File: config.mk
export PLATFORM = sky130hd
export DESIGN_NAME = trimmed_mean5_filter
export DESIGN_NICKNAME = d
export VERILOG_FILES = /design/src/rtl/trimmed_mean5_filter_pkg.sv /design/src/rtl/trimmed_mean5_filter_cmp_swap.sv /design/src/rtl/trimmed_mean5_filter.sv
export SDC_FILE = /design/constraint.sdc
export NUM_CORES = 1
export LEC_CHECK = 0
export CORE_MARGIN = 5
export CORE_UTILIZATION = 45
export CTS_CLUSTER_DIAMETER = 200
export DETAILED_ROUTE_END_ITERATION = 7
export RECOVER_POWER = 25
export SLEW_MARGIN = 20
export SYNTH_ARGS = -nofsm -noshare
export SYNTH_HDL_FRONTEND = slang
export SYNTH_SLANG_ARGS = --single-unit
export TNS_END_PERCENT = 100
File: constraint.sdc
create_clock -name clock -period 13.2 [get_ports clock]
set_clock_uncertainty 0.1 [all_clocks]
set_input_delay 2.64 -clock clock [delete_from_list [all_inputs] [get_ports clock]]
set_output_delay 2.64 -clock clock [all_outputs]
set_load 0.03 [all_outputs]
File: src/rtl/trimmed_mean5_filter_pkg.sv
// Shared definitions for the trimmed-mean filter: FSM states, sort/collect limits
// and the reciprocal constant used for the exact divide-by-three.
package trimmed_mean5_filter_pkg;

   typedef enum logic [1:0] {
      ST_COLLECT = 2'd0,
      ST_SORT    = 2'd1,
      ST_OUTPUT  = 2'd2
   } state_t;

   localparam logic [2:0] LAST_SLOT  = 3'd4;
   localparam logic [2:0] LAST_PHASE = 3'd4;

   // floor(sum/3) == (sum*683)>>11 for every sum in 0..765
   localparam int DIV3_MUL   = 683;
   localparam int DIV3_SHIFT = 11;

endpackage

File: src/rtl/trimmed_mean5_filter_cmp_swap.sv
// Combinational compare-exchange element; equal inputs pass through unswapped
// so the sorting network stays stable.
module trimmed_mean5_filter_cmp_swap #(
   parameter int DATA_W = 8
) (
   input  logic [DATA_W-1:0] a,
   input  logic [DATA_W-1:0] b,
   output logic [DATA_W-1:0] lo,
   output logic [DATA_W-1:0] hi
);

   logic swap;

   assign swap = (a > b);
   assign lo   = swap ? b : a;
   assign hi   = swap ? a : b;

endmodule

File: src/rtl/trimmed_mean5_filter.sv
// Collects groups of five samples, sorts them with a 5-phase odd-even
// transposition network and registers the middle three plus their floor mean.
module trimmed_mean5_filter
   import trimmed_mean5_filter_pkg::*;
#(
   parameter int DATA_W = 8
) (
   input  logic              clock,
   input  logic              reset,
   input  logic              sample_valid,
   input  logic [DATA_W-1:0] sample,
   output logic              busy,
   output logic              dropped,
   output logic              out_valid,
   output logic [DATA_W-1:0] mid1,
   output logic [DATA_W-1:0] mid2,
   output logic [DATA_W-1:0] mid3,
   output logic [DATA_W-1:0] mean
);

   localparam int SUM_W  = DATA_W + 2;
   localparam int PROD_W = SUM_W + DIV3_SHIFT;

   state_t            state_q, state_d;
   logic [2:0]        count_q, count_d;
   logic [2:0]        phase_q, phase_d;
   logic [DATA_W-1:0] win_q [5];
   logic [DATA_W-1:0] win_d [5];
   logic              busy_q, busy_d;
   logic              dropped_q, dropped_d;
   logic              out_valid_q, out_valid_d;
   logic [DATA_W-1:0] mid1_q, mid1_d;
   logic [DATA_W-1:0] mid2_q, mid2_d;
   logic [DATA_W-1:0] mid3_q, mid3_d;
   logic [DATA_W-1:0] mean_q, mean_d;

   logic [DATA_W-1:0] lo_01, hi_01, lo_23, hi_23;
   logic [DATA_W-1:0] lo_12, hi_12, lo_34, hi_34;
   logic [SUM_W-1:0]  sum;
   logic [PROD_W-1:0] product;

   // Even-phase pairs (0,1),(2,3) and odd-phase pairs (1,2),(3,4)
   trimmed_mean5_filter_cmp_swap #(.DATA_W(DATA_W)) u_cs01 (
      .a(win_q[0]), .b(win_q[1]), .lo(lo_01), .hi(hi_01));
   trimmed_mean5_filter_cmp_swap #(.DATA_W(DATA_W)) u_cs23 (
      .a(win_q[2]), .b(win_q[3]), .lo(lo_23), .hi(hi_23));
   trimmed_mean5_filter_cmp_swap #(.DATA_W(DATA_W)) u_cs12 (
      .a(win_q[1]), .b(win_q[2]), .lo(lo_12), .hi(hi_12));
   trimmed_mean5_filter_cmp_swap #(.DATA_W(DATA_W)) u_cs34 (
      .a(win_q[3]), .b(win_q[4]), .lo(lo_34), .hi(hi_34));

   assign sum     = SUM_W'(win_q[1]) + SUM_W'(win_q[2]) + SUM_W'(win_q[3]);
   assign product = PROD_W'(sum) * PROD_W'(DIV3_MUL);

   always_comb begin
      state_d     = state_q;
      count_d     = count_q;
      phase_d     = phase_q;
      win_d       = win_q;
      out_valid_d = 1'b0;
      mid1_d      = mid1_q;
      mid2_d      = mid2_q;
      mid3_d      = mid3_q;
      mean_d      = mean_q;
      dropped_d   = sample_valid && (state_q != ST_COLLECT);

      case (state_q)
         ST_COLLECT: begin
            if (sample_valid) begin
               win_d[count_q] = sample;
               if (count_q == LAST_SLOT) begin
                  count_d = 3'd0;
                  phase_d = 3'd0;
                  state_d = ST_SORT;
               end else begin
                  count_d = count_q + 3'd1;
               end
            end
         end
         ST_SORT: begin
            if (!phase_q[0]) begin
               win_d[0] = lo_01;
               win_d[1] = hi_01;
               win_d[2] = lo_23;
               win_d[3] = hi_23;
            end else begin
               win_d[1] = lo_12;
               win_d[2] = hi_12;
               win_d[3] = lo_34;
               win_d[4] = hi_34;
            end
            if (phase_q == LAST_PHASE) begin
               phase_d = 3'd0;
               state_d = ST_OUTPUT;
            end else begin
               phase_d = phase_q + 3'd1;
            end
         end
         ST_OUTPUT: begin
            mid1_d      = win_q[1];
            mid2_d      = win_q[2];
            mid3_d      = win_q[3];
            mean_d      = DATA_W'(product >> DIV3_SHIFT);
            out_valid_d = 1'b1;
            state_d     = ST_COLLECT;
         end
         default: begin
            state_d = ST_COLLECT;
         end
      endcase

      // Registered busy tracks the state being entered so it matches SORT/OUTPUT exactly
      busy_d = (state_d != ST_COLLECT);
   end

   always_ff @(posedge clock or posedge reset) begin
      if (reset) begin
         state_q     <= ST_COLLECT;
         count_q     <= 3'd0;
         phase_q     <= 3'd0;
         for (int i = 0; i < 5; i++) win_q[i] <= '0;
         busy_q      <= 1'b0;
         dropped_q   <= 1'b0;
         out_valid_q <= 1'b0;
         mid1_q      <= '0;
         mid2_q      <= '0;
         mid3_q      <= '0;
         mean_q      <= '0;
      end else begin
         state_q     <= state_d;
         count_q     <= count_d;
         phase_q     <= phase_d;
         win_q       <= win_d;
         busy_q      <= busy_d;
         dropped_q   <= dropped_d;
         out_valid_q <= out_valid_d;
         mid1_q      <= mid1_d;
         mid2_q      <= mid2_d;
         mid3_q      <= mid3_d;
         mean_q      <= mean_d;
      end
   end

   assign busy      = busy_q;
   assign dropped   = dropped_q;
   assign out_valid = out_valid_q;
   assign mid1      = mid1_q;
   assign mid2      = mid2_q;
   assign mid3      = mid3_q;
   assign mean      = mean_q;

endmodule

# == Word-level counts from Yosys, hierarchy flattened ==
# Cells that the tools add are included.
# totals
elab_cells,80
ff_bits,83
# op_classes
n_mul,1
eq_ne,14
n_mux,26
addsub,4
n_reduce_logical,13
order_cmp,6
n_bitwise,1
# op_table
op,count
8-bit 2-to-1 mux,11
40-bit one-hot mux with 2 select lines,1
40-bit bitwise mux,1
40-bit 2-to-1 mux,1
8-bit greater-than comparator,4
8-bit demux with 3-bit select,1
24-bit 2-to-1 mux,1
4-bit AND reduction,5
10-bit by 10-bit multiplier with 19-bit output (second input constant),1
3-bit 2-to-1 mux,4
3-bit by 2-bit inequality test with 1-bit output (second input constant),4
9-bit by 8-bit adder with 10-bit output,1
8-bit by 8-bit adder with 9-bit output,1
2-bit inequality test (second input constant),4
3-bit by 1-bit adder with 3-bit output (second input constant),2
3-bit equality test (second input constant),2
2-bit 2-to-1 mux,3
3-bit one-hot mux with 2 select lines,1
2-bit nonzero test,3
4-bit greater-or-equal comparator (second input constant),1
4-bit by 1-bit less-than comparator with 1-bit output (second input constant),1
2-bit by 1-bit inequality test with 1-bit output (second input constant),2
3-bit inverter with 4-bit output,1
2-bit one-hot mux with 2 select lines,1
other kinds (7),8

# == Depth between registers and ports, before layout ==
# logic_depth
depth_word,8
depth_mapped,25
depth_no_buf,25

# == Hierarchy ==
# A second synthesis with hierarchy kept.
# unflattened
cells_unflattened,817
hier_area_um2,7982.7
# by_module_without_submodules
mod,seq_area_each_um2,area_per_inst_um2,instances,cells_each
trimmed_mean5_filter,2077.0,6072.1,1,641
trimmed_mean5_filter_cmp_swap (u_cs12 ...),0.0,478.0,3,44
trimmed_mean5_filter_cmp_swap (u_cs01),0.0,476.7,1,44

# == Least setup slack after synthesis ==
# OpenSTA, ideal clock, no wires.
# synth_timing
path_type,flip-flop to flip-flop
startpoint,reg win_q[17] (netlist name)
endpoint,reg mean_q[7] (netlist: mean[7])
arrival_ps,6142
stages_incl_launch_ff,26
synth_period_minus_slack_ps,6378
path_slack_ps,6822
required_ps,12964
cell_sequence,dfrtp_1 > inv_1 > fa_1 > inv_1 > ha_1 > fa_1 > a211oi_1 > nor2_1 > o21a_1 > nor2_1 > xnor2_1 > ha_1 > ha_1 > fa_1 > fa_1 > inv_1 > fa_1 > inv_1 > ha_1 > o21a_1 > o211ai_1 > nor2_1 > a21oi_1 > o21ai_0 > nand4_1 > or3b_2
# synth_via
elab_chain_len,3
# synth_rtl
item,line_no,source
start: declaration,trimmed_mean5_filter.sv:27,logic [DATA_W-1:0] win_q [5];
start signal: assignment,trimmed_mean5_filter.sv:133,win_q <= win_d;
8-bit by 8-bit adder with 9-bit output,trimmed_mean5_filter.sv:52,assign sum = SUM_W'(win_q[1]) + SUM_W'(win_q[2]) + SUM_W'(win_q[3]);
9-bit by 8-bit adder with 10-bit output,trimmed_mean5_filter.sv:52,
10-bit by 10-bit multiplier with 19-bit output,trimmed_mean5_filter.sv:53,assign product = PROD_W'(sum) * PROD_W'(DIV3_MUL);
end signal: assignment,trimmed_mean5_filter.sv:140,mean_q <= mean_d;
end: declaration,trimmed_mean5_filter.sv:35,"logic [DATA_W-1:0] mean_q, mean_d;"
# No other way between the ends.
# A chain may end at the register's enable or synchronous reset.

# == Worst setup path after layout ==
# layout_timing
startpoint,reg win_q[17] (netlist name)
endpoint,reg mean_q[2] (netlist: mean[2])
# The elaborated chain is that of the path after synthesis.

==> metrics list <==
- In the post-synthesis netlist, the biggest area contributors are sky130_fd_sc_hd__dfrtp_1 (31%), sky130_fd_sc_hd__ha_1 (19%), sky130_fd_sc_hd__fa_1 (8.9%).
- In this run the biggest area consumer among cell types represents between 30% and 40% of the synthesized area.
- Number of buffers created by CTS: 9
- X dimension of the die: 132.4 um
- Area of the multi-input gates: 4230 um^2
* Mean post-synth cell area: ~9.9 um^2
- Distinct cells, synth: 47
- Weighted congestion at the end of routability-driven global placement: 0.8987
- Synthesis inferred 83 register bits.
- On the critical path the largest part of the delay comes from adder cells.
- Violations in the final reports: capacitance limit, slew limit
- First DRT Iteration DRCs: 265
- Diodes inserted: 0
* Tot GR Track Use: between 15 and 20%
- Number of iterations in the first detailed-routing pass: 5
- Data on the critical path arrives at its endpoint at 6820 ps.
* Total via count in the routed design: approximately 5000
- Gate Count Post-Synth: 678
- Entering global routing, the biggest net connects 64 pins.
* R2r setup slk: between 6000 and 7000 ps
- Worst endpoint required time: 13240 ps
* Status: finished, violations left
- Post-CTS Setup Repair Bufs: 0
* Max Fclk: 0.1474 GHz
- Summed over all nets, the half-perimeter wirelength after detailed placement is 13160 um.
* Syn Nets: 820
- Sort of element at the start of the critical path: flop
* Main synth FF type: sky130_fd_sc_hd__dfrtp_1
* CP max FO: 5
- Global routing met2 resource utilization: 31.87%
- Counting cells, the worst reg-to-reg path comes to 25.
- # hold bufs at CTS: 0
- In this design, the stage delay of the slowest critical-path cell is 550 ps.
- Number of failing setup endpoints in the final timing report: 0
- For hold timing, the worst endpoint is mid1[4].
* Number of nets at the end of the flow: 857
- The count of nets left with antenna violations once routing finished came out at 0.
- The worst setup path is of the reg2reg kind.
- Summed over all layers, the routed wires come to 16590 um.
- Busiest metal layer after global routing: met2
- In the routed design, unresolved DRC markers number 0.
* Antenna violations before repair: 0
- The tree is rooted in a sky130_fd_sc_hd__clkbuf_16.
* Number of rows in the core area: 44
* Cell seen most often among critical-path stages: sky130_fd_sc_hd__fa_1
- Total of cells resized after clock tree synthesis: 0
* RSZ-0062 raised after global routing: false
* Maximum clock path buffer count: 2
- Aggregate negative setup slack: 0 ps
- The clock tree synthesis step divided the H-tree into 3 levels.
- Final Max Slew Viols: ~130
* Leading cell type in the layout, fill and taps excluded: sky130_fd_sc_hd__ha_1
- The die covers between 15000 and 20000 um^2.
- Die Ht: between 100 and 150 um
- Synthesized area: a little under 7000 um^2
* Max Cap Violations: 3
- For this run, the register share of the synthesized area comes to a little under a third.
* Clock tree sinks: 83
- Slew margin rel.: -49.42%
* Fraction of met3 tracks used by global routing: 2.733%
- From synthesis to final layout, the design area changed by 14.14%.
- Worst Tran Pin Value: around 2200 ps
* Area of all sequential standard cells: 2077 um^2
* Via-per-instance ratio: around 5.6
* Grt ovf: 0
* Routed wirelength normalized by instance count: 18.35 um
- GR Layer Usage met1: 25.48%
* Ports: 46
- The min-delay analysis places its worst path in the category reg2reg.
* Reg2Reg Capture Point: mean[2]
- Counting instances, the worst hold path has a depth of 2.
- Post-layout min period: approximately 6800 ps
- Clock transition at the register clock pins on the worst setup and hold paths after CTS: 60 ps
* Starting density of the core: 46.22%
* Hold Path Origin: mid1[4]
- Clock latency on the worst-skew pair, taken at its later pin, is roughly 350 ps.
- First-pass GRT wire length: 27290 um
- Buffers on Ports: 45
- The startpoint identified for the worst register-to-register timing path is win_q[17].
* Vias in the first global route: 5175
- For this run, asynchronously set or reset flops after synthesis account for 100.0%.
* Ratio of cells with drive above 1 in the final layout: 9.167%
* Ratio of final minimum period to clock period: 51.39%
* Number of warnings reported in the yosys synthesis log: 0
- In this run the standard cell core region covers 14590 um^2.
- TritonCTS built the clock tree.
- Final hold viol count: 0
- Number of enable-type register cells in the synthesized netlist: 0
- The synthesized design spends more area on one cell type than any other, namely sky130_fd_sc_hd__dfrtp_1.
- For this design, the slowest cell found on the critical path is sky130_fd_sc_hd__fa_1.
* Number of fill cells in the layout: between 1000 and 1500
* Most used cells in the layout excluding fill and tap cells: sky130_fd_sc_hd__ha_1 (101), sky130_fd_sc_hd__inv_1 (90), sky130_fd_sc_hd__dfrtp_1 (83)
* Type of destination of the critical path: flop
- The number of buffers and inverters on the critical path is 4.
-- sequential cells by signal, summed over array words and instances (netlist names) --
name,flops
mean,8
mid2,8
busy,1
mid3,8
win_q,40
dropped,1
out_valid,1
mid1,8
phase_q,3
count_q,3
state_q,2
-- worst reg2reg max path, cell delays in order, from the launching register on --
cell	delay, ps
sky130_fd_sc_hd__dfrtp_1	420
sky130_fd_sc_hd__inv_1	120
sky130_fd_sc_hd__fa_1	540
sky130_fd_sc_hd__inv_1	40
sky130_fd_sc_hd__ha_1	210
sky130_fd_sc_hd__fa_1	430
sky130_fd_sc_hd__a211oi_1	220
sky130_fd_sc_hd__nor2_1	100
sky130_fd_sc_hd__o21a_1	170
sky130_fd_sc_hd__nor2_1	110
sky130_fd_sc_hd__xnor2_1	200
sky130_fd_sc_hd__ha_1	320
sky130_fd_sc_hd__ha_1	310
sky130_fd_sc_hd__fa_1	460
sky130_fd_sc_hd__fa_1	550
sky130_fd_sc_hd__inv_1	50
sky130_fd_sc_hd__fa_1	530
sky130_fd_sc_hd__inv_1	40
sky130_fd_sc_hd__ha_1	330
sky130_fd_sc_hd__and4_1	220
sky130_fd_sc_hd__a221oi_1	290
sky130_fd_sc_hd__a31oi_1	150
sky130_fd_sc_hd__nand2b_1	210
sky130_fd_sc_hd__a31oi_1	220
sky130_fd_sc_hd__xor2_1	160
sky130_fd_sc_hd__o21ai_0	80
-- metrics by stage --
stage	std cells	instance area, um^2	setup WS (ps)	util (%)	hold WS, ps
after floorplan	678	6743	6822	-	342.3
after global placement	888	7367	6517	50.50	365.3
after detailed placement	888	7367	6403	50.50	370.7
after CTS	904	7705	6393	52.81	385.3
after global routing	904	7696	5874	52.75	397.0
final	904	7696	6417	52.75	380.1
-- per-layer routing --
metal | up-vias | wire length (um)
li1 | 2453 | -
met1 | 2480 | 7382
met2 | 97 | 8113
met3 | 35 | 533
met4 | 0 | 556
met5 | - | 0
-- cell families (layout without fill, tap and decap cells) --
kind of cell / count (synthesis) / count (layout) / share of synthesized area, %
multiplexers: 65 / 65 / 10.41
AND/OR/NAND/NOR: 115 / 115 / 7.868
AO/OA/AOI/OAI: 153 / 153 / 14.66
buffers and inverters: 115 / 157 / 6.532
flip-flops: 83 / 83 / 30.80
XOR/XNOR: 16 / 16 / 2.078
adder cells (fa/ha/maj): 131 / 131 / 27.65
-- cells in the mapped netlist (all sizes together), types with 3 or more instances --
library cell	count
ha	101
inv	92
dfrtp	83
nand2	58
o21ai	46
o22ai	42
mux2	41
fa	30
mux2i	24
a21oi	23
clkbuf	16
nor2	14
a21o	12
nand3	9
xnor2	9
o21a	8
buf	7
nor3	7
xor2	7
nand4	6
nand2b	5
nor2b	5
or3	5
a221oi	3
a31oi	3
o211ai	3
-- layout make-up --
type / instances / share of cell area [%]
Inverter: 92 / 4.520
Timing Repair Buffer: 49 / 6.145
Multi-Input combinational cell: 480 / 54.97
Clock buffer: 11 / 3.284
Clock inverter: 5 / 1.106
Sequential cell: 83 / 26.99
Tap cell: 184 / 2.991
-- how the worst max path moves through the flow --
stage	start	cells after the start	to
3_3_place_gp	win_q[17]	25	mean[7]
4_1_cts	win_q[17]	25	mean[7]
3_5_place_dp	win_q[17]	25	mean[7]
2_1_floorplan	win_q[17]	25	mean[7]
6_report	win_q[17]	25	mean[2]
5_1_grt	win_q[17]	25	mean[7]
Power is not shown: default switching activity piles up to over one toggle a cycle in this logic, so the estimate is an artifact.
==> RTL change 1 (same settings) <==
`DATA_W` is set to 8 in 2 places; all go to 12.
--- a/src/rtl/trimmed_mean5_filter_cmp_swap.sv
+++ b/src/rtl/trimmed_mean5_filter_cmp_swap.sv
@@ -2,5 +2,5 @@
 // so the sorting network stays stable.
 module trimmed_mean5_filter_cmp_swap #(
-   parameter int DATA_W = 8
+   parameter int DATA_W = 12
 ) (
    input  logic [DATA_W-1:0] a,
--- a/src/rtl/trimmed_mean5_filter.sv
+++ b/src/rtl/trimmed_mean5_filter.sv
@@ -4,5 +4,5 @@
    import trimmed_mean5_filter_pkg::*;
 #(
-   parameter int DATA_W = 8
+   parameter int DATA_W = 12
 ) (
    input  logic              clock,
Ports: changed (5 resized); port bits go from 46 to 66. No check against the original RTL was run, so the function may have changed too.
==> RTL change 1 against the unedited design <==
- area after synthesis grew 44%
- largest cell class unchanged
- sequential share of layout area fell by 0.39 points
- setup slack got worse by 0.33 ns
- the flow still finishes with violations (max-capacitance violations, max-slew violations)
- critical path depth unchanged
- maximum frequency shrank 4.6%
- sequential cell count grew 36
- routed wire length is 55% higher
- count of clock-buffer cells in the layout grew 10
- cell area up 46%
Power is not shown: default switching activity piles up to over one toggle a cycle in this logic, so the estimate is an artifact.
==> RTL change 1: results (changes against the unedited design) <==
TritonRoute pass-1 iters: 5 (unchanged)
Seq/Total Area, Yosys: 0.306 (was 0.308)
Slew Limit Fails: 202 (was 134)
GR Util All Layers: 0.219 (was 0.193)
Yosys warnings: 0 (unchanged)
final WL: 25.8 mm (was 16.6 mm)
mux cell area share after synthesis: 0.110 (was 0.104)
CTS root buffer: clkbuf_16 (unchanged)
Post CTS Setup Buffer Count: 0 (unchanged)
via/cell ratio: 5.54 (was 5.60)
post-synthesis async set-or-reset flop share: 1.00 (unchanged)
# resized after CTS: 0 (unchanged)
H-tree level count: 4 (was 3)
MaxCap Viol Count: 3 (unchanged)
max reg flops: 60 (was 40)
Post-Place Worst Slack: 6.18 ns (was 6.40 ns)
clock latency on the worst-skew pair: 0.42 ns (was 0.35 ns)
Buffers on Ports: 65 (was 45)
ANT cells: 0 (unchanged)
Max stage delay on crit path: 0.53 ns (was 0.55 ns)
initial antenna violation count: 0 (unchanged)
Fillers: 1939 (was 1329)
layout cells sized above 1: 0.0956 (was 0.0917)
Top reg by flops: win_q (unchanged)
Synth Area in Compound Gates: 0.143 (was 0.147)
largest family of logic cells by synthesized area: adder cells (unchanged)
ys flop type: dfrtp_1 (unchanged)
Arr. time, crit path: 7.19 ns (was 6.82 ns)
Synth cell types: 62 (was 47)
Slew HR: -1.07 (was -0.494)
post-synthesis xor/xnor area fraction: 0.0230 (was 0.0208)
synth top area cells: dfrtp_1 31%, ha_1 17%, fa_1 10% (was dfrtp_1 31%, ha_1 19%, fa_1 8.9%)
CP top delay family: adder cells (unchanged)
critical path's slowest cell: fa_1 (unchanged)
routability congestion estimate: 0.878 (was 0.899)
clock-pin slew on the worst setup and hold paths: 0.06 ns (about the same)
pin count of the biggest net entering global routing: 97 (was 64)
Synth Area in Adders: 0.271 (was 0.276)
CTS buffer count: 17 (was 9)
Post-Syn Nets: 1166 (was 820)
HPWL Detailed: 19.5 mm (was 13.2 mm)
failing checks: max-capacitance violations, max-slew violations (unchanged)
synth cell count leaders: 132 x ha_1, 132 x inv_1, 119 x dfrtp_1 (was 101 x ha_1, 91 x inv_1, 83 x dfrtp_1)
hold crit path type: reg -> reg (unchanged)
CTS Buffer Depth: 2 (unchanged)
vias in the first global route: 7412 (was 5175)
crit-path max FO: 6 (was 5)
status: finished, violations left (unchanged)
DRT iter0 DRCs: 409 (was 265)
global-route wire length before repair: 41.8 mm (was 27.3 mm)
RTL change 1: cell types whose count changed in the layout (fill, tap and decap cells not counted), sizes merged, moves of 9 or more:
cell           change
clkbuf             +9
clkdlybuf4s50     +20
dfrtp             +36
fa                +19
ha                +31
inv               +47
mux2              +19
mux2i             +12
nand2             +25
o21ai             +19
o22ai             +21
RTL change 1: area by class of cell:
cell class | count | area [sq um] | share of cell area
clock buffer | 21 | 470 | 0.0420
clock inverter | 11 | 134 | 0.0120
inverter | 133 | 500 | 0.0447
multi-input combinational | 682 | 6090 | 0.544
sequential | 119 | 2980 | 0.266
tap | 275 | 344 | 0.0307
timing repair buffer | 70 | 684 | 0.0611
RTL change 1: per-stage QoR:
stage | area [sq um] | hold slack (ns) | instances
after CTS | 11200 | 0.383 | 1311
after floorplan | 9720 | 0.351 | 970
final | 11200 | 0.378 | 1311
after detailed placement | 10600 | 0.369 | 1279
after global routing | 11200 | 0.396 | 1311
after global placement | 10600 | 0.363 | 1279
RTL change 1: worst paths after layout:
path,startpoint,end,slack [ns],cells after the start
setup / recovery,win_q[25],mean[9],6.09,25
hold reg to reg,mid3[1],mid3[1],0.38,2
setup reg to reg,win_q[25],mean[9],6.09,25
min in group asynchronous,reset,mean[6],3.36,2
hold / removal,mid3[1],mid3[1],0.38,2
max in group asynchronous,reset,mid2[2],7.84,3
RTL change 1: routing by layer:
metal  track usage  routed length, um  vias up
met5             0                  0        -
met4        0.0665                629        0
met3        0.0393               1160       43
met2         0.361              12400      186
met1         0.294              11500     3526
li1              -                  -     3503
==> RTL change 2 (config.mk and constraints unchanged) <==
Made on the original files. Add an input register stage for `sample_valid` and `sample`; this delays them by one clock.
--- a/src/rtl/trimmed_mean5_filter.sv
+++ b/src/rtl/trimmed_mean5_filter.sv
@@ -21,4 +21,12 @@
    localparam int SUM_W  = DATA_W + 2;
    localparam int PROD_W = SUM_W + DIV3_SHIFT;
+
+   logic sample_valid_q;
+   logic [DATA_W-1:0] sample_q;
+
+   always_ff @(posedge clock) begin
+      sample_valid_q <= sample_valid;
+      sample_q       <= sample;
+   end
 
    state_t            state_q, state_d;
@@ -63,10 +71,10 @@
       mid3_d      = mid3_q;
       mean_d      = mean_q;
-      dropped_d   = sample_valid && (state_q != ST_COLLECT);
+      dropped_d   = sample_valid_q && (state_q != ST_COLLECT);
 
       case (state_q)
          ST_COLLECT: begin
-            if (sample_valid) begin
-               win_d[count_q] = sample;
+            if (sample_valid_q) begin
+               win_d[count_q] = sample_q;
                if (count_q == LAST_SLOT) begin
                   count_d = 3'd0;
Function: changed (a bounded check fails within 10 cycles, from zero or initial values and one cycle with reset high).
==> RTL change 2 against the unedited design <==
- the run still ends with max-capacitance violations, max-slew violations left
- cell area rose by 2.4%
- area after synthesis rose by 2.8%
- sequential cell count up 9
- die area grew 2.6%
- count of clock-buffer cells in the layout unchanged
- setup slack got worse by 0.12 ns
- routed wire length is 4.2% higher
- critical path type unchanged
- critical endpoint is now mean[3]
Power is not shown: default switching activity piles up to over one toggle a cycle in this logic, so the estimate is an artifact.
==> RTL change 2: results (changes against the unedited design) <==
status: finished, violations left (unchanged)
failing checks: max-capacitance violations, max-slew violations (unchanged)
synth cell count leaders: 101 x ha_1, 87 x inv_1, 83 x dfrtp_1 (was 101 x ha_1, 91 x inv_1, 83 x dfrtp_1)
Reg2Reg Depth: 24 (was 25)
MaxCap Viol Count: 2 (was 3)
Slew Limit Fails: 119 (was 134)
worst reg2reg setup slack: 6.30 ns (was 6.42 ns)
r2r endpoint: mean[3] (was mean[2])
hold_sp: mid2[7] (was mid1[4])
global-route wire length before repair: 29.3 mm (was 27.3 mm)
HPWL Detailed: 13.4 mm (was 13.2 mm)
met2 Use GR: 0.314 (was 0.319)
NumNets Final: 881 (was 857)
met1 Usage GRT: 0.288 (was 0.255)
syn avg cell area: 9.92 sq um (was 9.95 sq um)
synth top area cells: dfrtp_1 30%, ha_1 18%, fa_1 8.7% (was dfrtp_1 31%, ha_1 19%, fa_1 8.9%)
Min-Delay Endpoint: mid2[7] (was mid1[4])
TritonRoute pass-1 iters: 4 (was 5)
GR Util All Layers: 0.206 (was 0.193)
routability congestion estimate: 0.897 (was 0.899)
DRT iter0 DRCs: 300 (was 265)
Worst Max-Slew Pin Slew: 2.50 ns (was 2.24 ns)
routed via count: 5247 (was 5065)
crit-path max FO: 6 (was 5)
pin count of the biggest net entering global routing: 84 (was 64)
final WL: 17.3 mm (was 16.6 mm)
Fillers: 1341 (was 1329)
Post-Syn Nets: 841 (was 820)
Synth cell types: 49 (was 47)
cell total after placement: 916 (was 888)
-- RTL change 2: changes by cell type after synthesis, sizes merged, moves of 6 or more --
cell    delta
a21oi      +8
dfxtp      +9
a211oi     +6
mux2       -9
a21o       -6
nor2       +9
-- RTL change 2: worst max-delay path by stage --
stage | start | end | slack (ns) | depth (start not counted)
3_5_place_dp | win_q[17] | mean[3] | 6.32 | 24
5_1_grt | win_q[17] | mean[3] | 5.83 | 24
4_1_cts | win_q[17] | mean[3] | 6.30 | 24
2_1_floorplan | win_q[17] | mean[3] | 7.02 | 24
6_report | win_q[17] | mean[3] | 6.30 | 24
3_3_place_gp | win_q[17] | mean[3] | 6.63 | 23
-- RTL change 2: through the flow --
step,hold WS [ns],setup WS [ns],utilization,area [sq um]
2_1_floorplan,0.342,7.02,-,6930
3_3_place_gp,0.361,6.63,0.500,7570
3_5_place_dp,0.372,6.32,0.500,7570
4_1_cts,0.380,6.30,0.521,7890
5_1_grt,0.391,5.83,0.520,7880
6_report,0.379,6.30,0.520,7880
-- RTL change 2: cells by family after synthesis --
family | Yosys count | share of synthesized area
fa+ha+maj | 131 | 0.269
xor+xnor | 15 | 0.0189
buf+inv | 109 | 0.0606
simple gates | 139 | 0.0955
compound gates | 157 | 0.144
mux | 56 | 0.0866
flops | 92 | 0.326
-- RTL change 2: area by class of cell --
| class | count | area (sq um) | share of cell area |
|---|---|---|---|
| Clock buffer | 11 | 243 | 0.0308 |
| Timing Repair Buffer | 50 | 484 | 0.0614 |
| Sequential cell | 92 | 2260 | 0.286 |
| Inverter | 88 | 332 | 0.0421 |
| Multi-Input combinational cell | 498 | 4260 | 0.540 |
| Tap cell | 188 | 235 | 0.0299 |
| Clock inverter | 4 | 73.8 | 0.00937 |
-- RTL change 2: worst reg2reg max path, stage by stage, from the launching register on --
cell and delay, ns:
dfrtp_1 0.40, inv_1 0.11, fa_1 0.57, inv_1 0.05
ha_1 0.22, fa_1 0.43, a211oi_1 0.24, nor2_1 0.11
o21a_1 0.18, nor2_1 0.12, xnor2_1 0.25, ha_1 0.33
ha_1 0.31, fa_1 0.46, fa_1 0.54, inv_1 0.05
fa_1 0.53, inv_1 0.05, ha_1 0.31, nand4_1 0.13
a211oi_1 0.06, nor3_1 0.52, a21oi_1 0.25, o21a_1 0.23
o31ai_1 0.24
-- RTL change 2: layer usage --
layer | routed length (um) | part of all wire
met3 | 927 | 0.054
met2 | 7690 | 0.44
met1 | 8360 | 0.48
met4 | 311 | 0.018
met5 | 0 | 0
